$ cat src/rtl/packet_stats_sensor_pkg.sv
// Shared constants and helpers for the packet statistics sensor.
// Record word in the FIFO is {port, length, error}, error at bit 0.
package pkt_stats_defs;
  localparam int PORT_W       = 8;
  localparam int CNT_W        = 32;
  localparam int KMAX         = 128;
  localparam int REC_USER_BIT = 0;
  localparam int REC_LEN_LSB  = 1;

  function automatic logic [CNT_W-1:0] sat_inc(input logic [CNT_W-1:0] v);
    return (&v) ? v : v + CNT_W'(1);
  endfunction

  // tkeep is zero-extended to KMAX lanes by the caller
  function automatic logic [7:0] popcount(input logic [KMAX-1:0] v);
    logic [7:0] n;
    n = '0;
    for (int i = 0; i < KMAX; i++) n = n + 8'(v[i]);
    return n;
  endfunction
endpackage

$ cat src/rtl/packet_stats_sensor_if.sv
// Monitored AXI stream tap and the record output stream.
interface pss_mon_if #(parameter int DW = 512);
  logic [DW-1:0]   tdata;
  logic [DW/8-1:0] tkeep;
  logic            tlast;
  logic            tvalid;
  logic            tuser;
  logic            tready;
  modport master (output tdata, tkeep, tlast, tvalid, tuser, input tready);
  modport slave  (input tdata, tkeep, tlast, tvalid, tuser, output tready);
endinterface

interface pss_rec_if #(parameter int RW = 24);
  logic [RW-1:0] tdata;
  logic          tuser;
  logic          tvalid;
  logic          tready;
  modport master (output tdata, tuser, tvalid, input tready);
  modport slave  (input tdata, tuser, tvalid, output tready);
endinterface

$ cat src/rtl/packet_stats_sensor_fifo.sv
// Synchronous FIFO whose head is held in an output register; write is accepted
// when not full or when a pop happens in the same cycle.
module pkt_stats_fifo #(
  parameter int W     = 25,
  parameter int DEPTH = 16
) (
  input  logic                   clk,
  input  logic                   resetn,
  input  logic                   wr_en,
  input  logic [W-1:0]           wr_data,
  output logic                   wr_ack,
  input  logic                   rd_en,
  output logic [W-1:0]           rd_data,
  output logic                   rd_valid,
  output logic [$clog2(DEPTH):0] count,
  output logic                   full,
  output logic                   empty
);
  localparam int PW = $clog2(DEPTH);

  logic [W-1:0]  mem [DEPTH];
  logic [PW-1:0] wr_ptr, rd_ptr, rd_nxt;
  logic [PW:0]   cnt_nxt;
  logic [W-1:0]  head_nxt;
  logic          pop;

  assign full    = count == (PW+1)'(DEPTH);
  assign empty   = count == '0;
  assign pop     = rd_en & rd_valid;
  assign wr_ack  = wr_en & (!full | pop);
  assign rd_nxt  = rd_ptr + PW'(pop);
  assign cnt_nxt = count + (PW+1)'(wr_ack) - (PW+1)'(pop);

  // the new head bypasses memory when it is the word being written
  always_comb begin
    head_nxt = '0;
    if (cnt_nxt != '0) head_nxt = (wr_ack && wr_ptr == rd_nxt) ? wr_data : mem[rd_nxt];
  end

  always_ff @(posedge clk) begin
    if (wr_ack) mem[wr_ptr] <= wr_data;
  end

  always_ff @(posedge clk) begin
    if (!resetn) begin
      wr_ptr   <= '0;
      rd_ptr   <= '0;
      count    <= '0;
      rd_data  <= '0;
      rd_valid <= 1'b0;
    end else begin
      wr_ptr   <= wr_ptr + PW'(wr_ack);
      rd_ptr   <= rd_nxt;
      count    <= cnt_nxt;
      rd_data  <= head_nxt;
      rd_valid <= cnt_nxt != '0;
    end
  end
endmodule

$ cat src/rtl/packet_stats_sensor.sv
// Passive RDMX packet monitor: {port,length,error} records into a FIFO plus per-port counters.
// Build option PKT_STATS_OVERSIZE_EN flags and counts packets longer than MAX_LEN.
module packet_stats_sensor
  import pkt_stats_defs::*;
#(
  parameter int DW         = 512,
  parameter int LW         = 16,
  parameter int HDR_BYTE   = 11,
  parameter int NPORTS     = 4,
  parameter int FIFO_DEPTH = 16
`ifdef PKT_STATS_OVERSIZE_EN
  , parameter int MAX_LEN  = 9600
`endif
) (
  input  logic                      clk,
  input  logic                      resetn,
  pss_mon_if.slave                  monitor,
  pss_rec_if.master                 axis_out,
  input  logic [$clog2(NPORTS)-1:0] stat_sel,
  input  logic                      stat_clear,
  output logic [CNT_W-1:0]          stat_pkt_count,
  output logic [CNT_W-1:0]          stat_err_count,
  output logic [CNT_W-1:0]          stat_drop_count,
  output logic [CNT_W-1:0]          stat_badport_count
`ifdef PKT_STATS_OVERSIZE_EN
  , output logic [CNT_W-1:0]        stat_oversize_count
`endif
);
  localparam int KW  = DW / 8;
  localparam int KCW = $clog2(KW) + 1;
  localparam int SW  = $clog2(NPORTS);
  localparam int RW  = PORT_W + LW;

  logic              vld_q, last_q, user_q;
  logic [PORT_W-1:0] hdr_q, port_q, rec_port;
  logic [KCW-1:0]    kcnt_q;
  logic              in_pkt;
  logic [LW-1:0]     acc_q, len_n;
  logic [LW:0]       sum;
  logic              rec_vld, rec_user, port_ok, wr_ack;
  logic [RW:0]       fifo_q;

  logic [NPORTS-1:0][CNT_W-1:0] pkt_cnt, err_cnt;
  logic [CNT_W-1:0]             drop_cnt, bad_cnt;

  logic                    tdata_unused, fifo_full_unused, fifo_empty_unused;
  logic [$clog2(FIFO_DEPTH):0] fifo_count_unused;

  assign monitor.tready = resetn;
  // only the header byte of tdata is ever needed downstream
  assign tdata_unused   = ^monitor.tdata;

  always_ff @(posedge clk) begin
    if (!resetn) begin
      vld_q  <= 1'b0;
      last_q <= 1'b0;
      user_q <= 1'b0;
      hdr_q  <= '0;
      kcnt_q <= '0;
    end else begin
      vld_q  <= monitor.tvalid & monitor.tready;
      last_q <= monitor.tlast;
      user_q <= monitor.tuser;
      hdr_q  <= monitor.tdata[HDR_BYTE*8 +: PORT_W];
      kcnt_q <= KCW'(popcount(KMAX'(monitor.tkeep)));
    end
  end

  assign sum      = {1'b0, (in_pkt ? acc_q : {LW{1'b0}})} + (LW+1)'(kcnt_q);
  assign len_n    = sum[LW] ? {LW{1'b1}} : sum[LW-1:0];
  assign rec_port = in_pkt ? port_q : hdr_q;
  assign rec_vld  = vld_q & last_q;
  assign port_ok  = rec_port < PORT_W'(NPORTS);

  always_ff @(posedge clk) begin
    if (!resetn) begin
      in_pkt <= 1'b0;
      acc_q  <= '0;
      port_q <= '0;
    end else if (vld_q) begin
      if (last_q) begin
        in_pkt <= 1'b0;
        acc_q  <= '0;
      end else begin
        in_pkt <= 1'b1;
        acc_q  <= len_n;
        if (!in_pkt) port_q <= hdr_q;
      end
    end
  end

`ifdef PKT_STATS_OVERSIZE_EN
  logic             ovs;
  logic [CNT_W-1:0] ovs_cnt;
  assign ovs      = {{(CNT_W-LW){1'b0}}, len_n} > CNT_W'(MAX_LEN);
  assign rec_user = user_q | ovs;

  always_ff @(posedge clk) begin
    if (!resetn || stat_clear) ovs_cnt <= '0;
    else if (rec_vld && ovs)   ovs_cnt <= sat_inc(ovs_cnt);
  end

  always_ff @(posedge clk) begin
    if (!resetn) stat_oversize_count <= '0;
    else         stat_oversize_count <= ovs_cnt;
  end
`else
  assign rec_user = user_q;
`endif

  pkt_stats_fifo #(.W(RW + 1), .DEPTH(FIFO_DEPTH)) u_fifo (
    .clk      (clk),
    .resetn   (resetn),
    .wr_en    (rec_vld),
    .wr_data  ({rec_port, len_n, rec_user}),
    .wr_ack   (wr_ack),
    .rd_en    (axis_out.tready),
    .rd_data  (fifo_q),
    .rd_valid (axis_out.tvalid),
    .count    (fifo_count_unused),
    .full     (fifo_full_unused),
    .empty    (fifo_empty_unused)
  );

  assign axis_out.tdata = fifo_q[RW:REC_LEN_LSB];
  assign axis_out.tuser = fifo_q[REC_USER_BIT];

  // clear wins over a packet completing in the same cycle
  always_ff @(posedge clk) begin
    if (!resetn || stat_clear) begin
      pkt_cnt  <= '0;
      err_cnt  <= '0;
      drop_cnt <= '0;
      bad_cnt  <= '0;
    end else begin
      for (int p = 0; p < NPORTS; p++) begin
        if (rec_vld && port_ok && rec_port[SW-1:0] == SW'(p)) begin
          pkt_cnt[p] <= sat_inc(pkt_cnt[p]);
          if (user_q) err_cnt[p] <= sat_inc(err_cnt[p]);
        end
      end
      if (rec_vld && !port_ok) bad_cnt  <= sat_inc(bad_cnt);
      if (rec_vld && !wr_ack)  drop_cnt <= sat_inc(drop_cnt);
    end
  end

  always_ff @(posedge clk) begin
    if (!resetn) begin
      stat_pkt_count     <= '0;
      stat_err_count     <= '0;
      stat_drop_count    <= '0;
      stat_badport_count <= '0;
    end else begin
      stat_pkt_count     <= pkt_cnt[stat_sel];
      stat_err_count     <= err_cnt[stat_sel];
      stat_drop_count    <= drop_cnt;
      stat_badport_count <= bad_cnt;
    end
  end
endmodule

$ cat src/flat_wrapper.sv
// flat-port wrapper written by rule: the top's interface ports become plain ports
module packet_stats_sensor_flat import pkt_stats_defs::*;
#(
  parameter int DW         = 512,
  parameter int LW         = 16,
  parameter int HDR_BYTE   = 11,
  parameter int NPORTS     = 4,
  parameter int FIFO_DEPTH = 16

)
  (clk, resetn, stat_sel, stat_clear, stat_pkt_count, stat_err_count, stat_drop_count, stat_badport_count, monitor_tdata, monitor_tkeep, monitor_tlast, monitor_tvalid, monitor_tuser, monitor_tready, axis_out_tdata, axis_out_tuser, axis_out_tvalid, axis_out_tready);
  pss_mon_if #(.DW(DW)) monitor_i ();
  pss_rec_if #(.RW(24)) axis_out_i ();
  input  logic clk;
  input  logic resetn;
  input  logic [$clog2(NPORTS)-1:0] stat_sel;
  input  logic stat_clear;
  output logic [CNT_W-1:0] stat_pkt_count;
  output logic [CNT_W-1:0] stat_err_count;
  output logic [CNT_W-1:0] stat_drop_count;
  output logic [CNT_W-1:0] stat_badport_count;
  input wire logic [$bits(monitor_i.tdata)-1:0] monitor_tdata;
  input wire logic [$bits(monitor_i.tkeep)-1:0] monitor_tkeep;
  input wire logic [$bits(monitor_i.tlast)-1:0] monitor_tlast;
  input wire logic [$bits(monitor_i.tvalid)-1:0] monitor_tvalid;
  input wire logic [$bits(monitor_i.tuser)-1:0] monitor_tuser;
  output wire logic [$bits(monitor_i.tready)-1:0] monitor_tready;
  output wire logic [$bits(axis_out_i.tdata)-1:0] axis_out_tdata;
  output wire logic [$bits(axis_out_i.tuser)-1:0] axis_out_tuser;
  output wire logic [$bits(axis_out_i.tvalid)-1:0] axis_out_tvalid;
  input wire logic [$bits(axis_out_i.tready)-1:0] axis_out_tready;
  assign monitor_i.tdata = monitor_tdata;
  assign monitor_i.tkeep = monitor_tkeep;
  assign monitor_i.tlast = monitor_tlast;
  assign monitor_i.tvalid = monitor_tvalid;
  assign monitor_i.tuser = monitor_tuser;
  assign monitor_tready = monitor_i.tready;
  assign axis_out_tdata = axis_out_i.tdata;
  assign axis_out_tuser = axis_out_i.tuser;
  assign axis_out_tvalid = axis_out_i.tvalid;
  assign axis_out_i.tready = axis_out_tready;
  packet_stats_sensor #(.DW(DW), .LW(LW), .HDR_BYTE(HDR_BYTE), .NPORTS(NPORTS), .FIFO_DEPTH(FIFO_DEPTH)) u_core (.clk(clk), .resetn(resetn), .monitor(monitor_i), .axis_out(axis_out_i), .stat_sel(stat_sel), .stat_clear(stat_clear), .stat_pkt_count(stat_pkt_count), .stat_err_count(stat_err_count), .stat_drop_count(stat_drop_count), .stat_badport_count(stat_badport_count));
endmodule
$ cat config.mk
export PLATFORM = sky130hd
export DESIGN_NAME = packet_stats_sensor_flat
export DESIGN_NICKNAME = d
export VERILOG_FILES = /design/src/rtl/packet_stats_sensor_pkg.sv /design/src/rtl/packet_stats_sensor_if.sv /design/src/rtl/packet_stats_sensor_fifo.sv /design/src/rtl/packet_stats_sensor.sv /design/src/flat_wrapper.sv
export SDC_FILE = /design/constraint.sdc
export NUM_CORES = 2
export LEC_CHECK = 0
export BUFFER_PORTS_ARGS = -buffer_cell sky130_fd_sc_hd__buf_4
export CAP_MARGIN = 20
export CORE_ASPECT_RATIO = 0.75
export CORE_MARGIN = 5
export CORE_UTILIZATION = 35
export DETAILED_ROUTE_END_ITERATION = 10
export GPL_ROUTABILITY_DRIVEN = 0
export GPL_TIMING_DRIVEN = 0
export SYNTH_ARGS = -nofsm -noshare
export SYNTH_HDL_FRONTEND = slang
export SYNTH_HIERARCHICAL = 1
export SYNTH_SLANG_ARGS = --single-unit
$ cat constraint.sdc
create_clock -name clk -period 9.86 [get_ports clk]
set_clock_uncertainty 0.2 [all_clocks]
set_input_delay 1.972 -clock clk [delete_from_list [all_inputs] [get_ports clk]]
set_output_delay 1.972 -clock clk [all_outputs]
set_load 0.01 [all_outputs]
==> impl_metrics.csv <==
group,metric,value,unit
drt,drt-initial-drc-count,3051,
floorplanning,initial_utilization,35.2,%
power_and_ir_drop,cellPowerDensity,223,nW/um^2
drt,dr.pass1.iters,5,
worst_setup_path,path_class,"in -> reg",
run,maxCapViolations,0,
timing,period_minus_slack,8.17,ns
drt,ant_nets,0,
power_and_ir_drop,ir_worst_vdd,0.000447,V
power_and_ir_drop,p_leak,17.0,nW
worst_setup_path,cp.arrival,8.58,ns
synthesis,yosysWarningCount,6,
synthesis,syn_nets,4138,
global_routing,grt_overflow,0,
finish,largest_reg_flops,400,
finish,reg_top3,"u_core/u_fifo/mem x400, u_core/err_cnt x128, u_core/pkt_cnt x128",
finish,syn_to_final_growth,17.7,%
drt,drc,0,
drt,wl,123,mm
run_status,status,"complete, no violations",
finish,stdcell_area,48800,um^2
global_routing,grt_use_met2,25.7,%
worst_setup_path,cp_max_fo,2,
placement,dp_hpwl,91.0,mm
clock_tree,cts.sinks,930,
global_routing,busiest_layer,"met1",
worst_setup_path,critPathLaunchType,"input pin",
synthesis,avgSynthCellArea,12.0,um^2
floorplanning,rows,109,
floorplanning,io_pins,740,
drt,vias,29400,
global_routing,track_usage,19.1,%
global_routing,met1_usage,30.2,%
clock_tree,cts_root_buffer,"clkbuf_16",
clock_tree,cts_buffer_depth,3,
timing,setup_viol,0,
timing,hold_violations,0,
clock_tree,path_clk_slew,0.06,ns
hold_path,min_path_type,"reg -> reg",
timing,final_max_slew_viol_count,0,
clock_tree,postCtsHoldBufs,0,
floorplanning,die_w,408,um
finish,nets,4503,
timing,post-route-period-util,82.8,%
drt,wl_per_cell,22.5,um
clock_tree,cts_tree,"done",
worst_setup_path,cp-end-kind,"register",
floorplanning,die-area,126000,um^2
timing,slew_headroom,20.8,%
timing,fin_setup_tns,0,ns
clock_tree,cts_made_buffers,91,
drt,drt-vias-per-instance,5.39,
global_routing,grt_max_degree,26,
clock_tree,cts_max_level,3,
global_routing,grt_pass1_wl,183,mm
synthesis,syn_inst,3455,
finish,final_util,41.4,%
timing,fmax,0.122,GHz
finish,drive_above_1_share,17.6,%
floorplanning,die_h,308,um
finish,largest_register,"u_core/u_fifo/mem",
clock_tree,cts_resized,0,
floorplanning,coreArea,118000,um^2
clock_tree,clock_latency,0.69,ns
placement,numPortBuffers,233,
synthesis,synth_area,41500,um^2
timing,tightest_slew,1.19,ns
timing,grt_setup_unrepaired,"false",
placement,place_area,45700,um^2
global_routing,met3_usage,5.03,%
worst_setup_path,worstPathRequired,10.27,ns
clock_tree,post_cts_buffers,0,
global_routing,first_global_vias,28100,
global_routing,antenna_found_initial,14,
-- power breakdown --
part | internal (mW) | switching [mW] | total [mW]
registers | 4.13 | 0.0327 | 4.17
logic | 1.31 | 1.74 | 3.06
clock network | 2.10 | 1.54 | 3.64
-- path summary, 6_finish.rpt --
path	start	endpoint	slack [ns]	cells after the start
worst min-delay path	u_core/acc_q[0]	u_core/acc_q[0]	0.27	1
worst min register to register	u_core/acc_q[0]	u_core/acc_q[0]	0.27	1
worst max-delay path	monitor_tkeep[53]	u_core/kcnt_q[4]	1.69	21
worst max register to register	u_core/in_pkt	u_core/u_fifo/rd_data[12]	5.22	12
-- metrics by stage --
| stage | total power [mW] | cells | worst slack, ns | hold WS (ns) |
|---|---|---|---|---|
| 2_1_floorplan | 6.35 | 3455 | 2.18 | 0.241 |
| 3_3_place_gp | 7.37 | 5242 | 0.985 | 0.254 |
| 3_5_place_dp | 7.40 | 5279 | 1.00 | 0.264 |
| 4_1_cts | 11.0 | 5448 | 1.70 | 0.278 |
| 5_1_grt | 11.6 | 5450 | 1.42 | 0.298 |
| 6_report | 10.9 | 5456 | 1.69 | 0.273 |
-- worst max-delay path: stages --
cell      delay [ns]
buf_4           0.07
inv_1           0.04
fa_1            0.58
fa_1            0.43
inv_1           0.30
fa_1            0.54
inv_1           0.11
fa_1            0.43
fa_1            0.46
fa_1            0.88
fa_1            0.54
fa_1            0.45
inv_1           0.30
ha_1            0.32
inv_1           0.08
fa_1            0.37
nor2b_1         0.16
o21ai_0         0.10
nand2b_1        0.12
xor2_1          0.16
and2_1          0.14
-- cell type report --
type | instances | area [um^2]
fillers | 11100 | 69000
flip-flops and latches | 930 | 22600
multi-input cells | 2208 | 17700
clock buffers | 125 | 2580
repair buffers | 272 | 2160
well taps | 1554 | 1940
plain buffers | 167 | 738
inverters | 150 | 563
clock inverters | 44 | 518
diodes | 6 | 15.0
-- layer usage --
| metal | share of wire (%) | up-vias | routed length (um) |
|---|---|---|---|
| met2 | 39 | 1257 | 47800 |
| li1 | - | 13300 | - |
| met3 | 10 | 153 | 12500 |
| met4 | 2.0 | 8 | 2500 |
| met1 | 49 | 14600 | 60000 |
| met5 | 0.049 | - | 60 |
-- cell usage in the layout (no fill, tap or decap), types with 56 or more instances in the layout --
master / n
nand4_1: 107
dfxtp_1: 530
fa_1: 56
nor4_1: 56
nor2_1: 322
inv_1: 145
nand2_1: 153
clkbuf_1: 134
mux4_2: 164
nor3_1: 56
a21oi_1: 87
buf_4: 260
xnor2_1: 101
xor2_1: 166
clkbuf_16: 91
edfxtp_1: 400
nand3_1: 162
and2_1: 179
No activity file was read; power rests on OpenSTA's default activity.
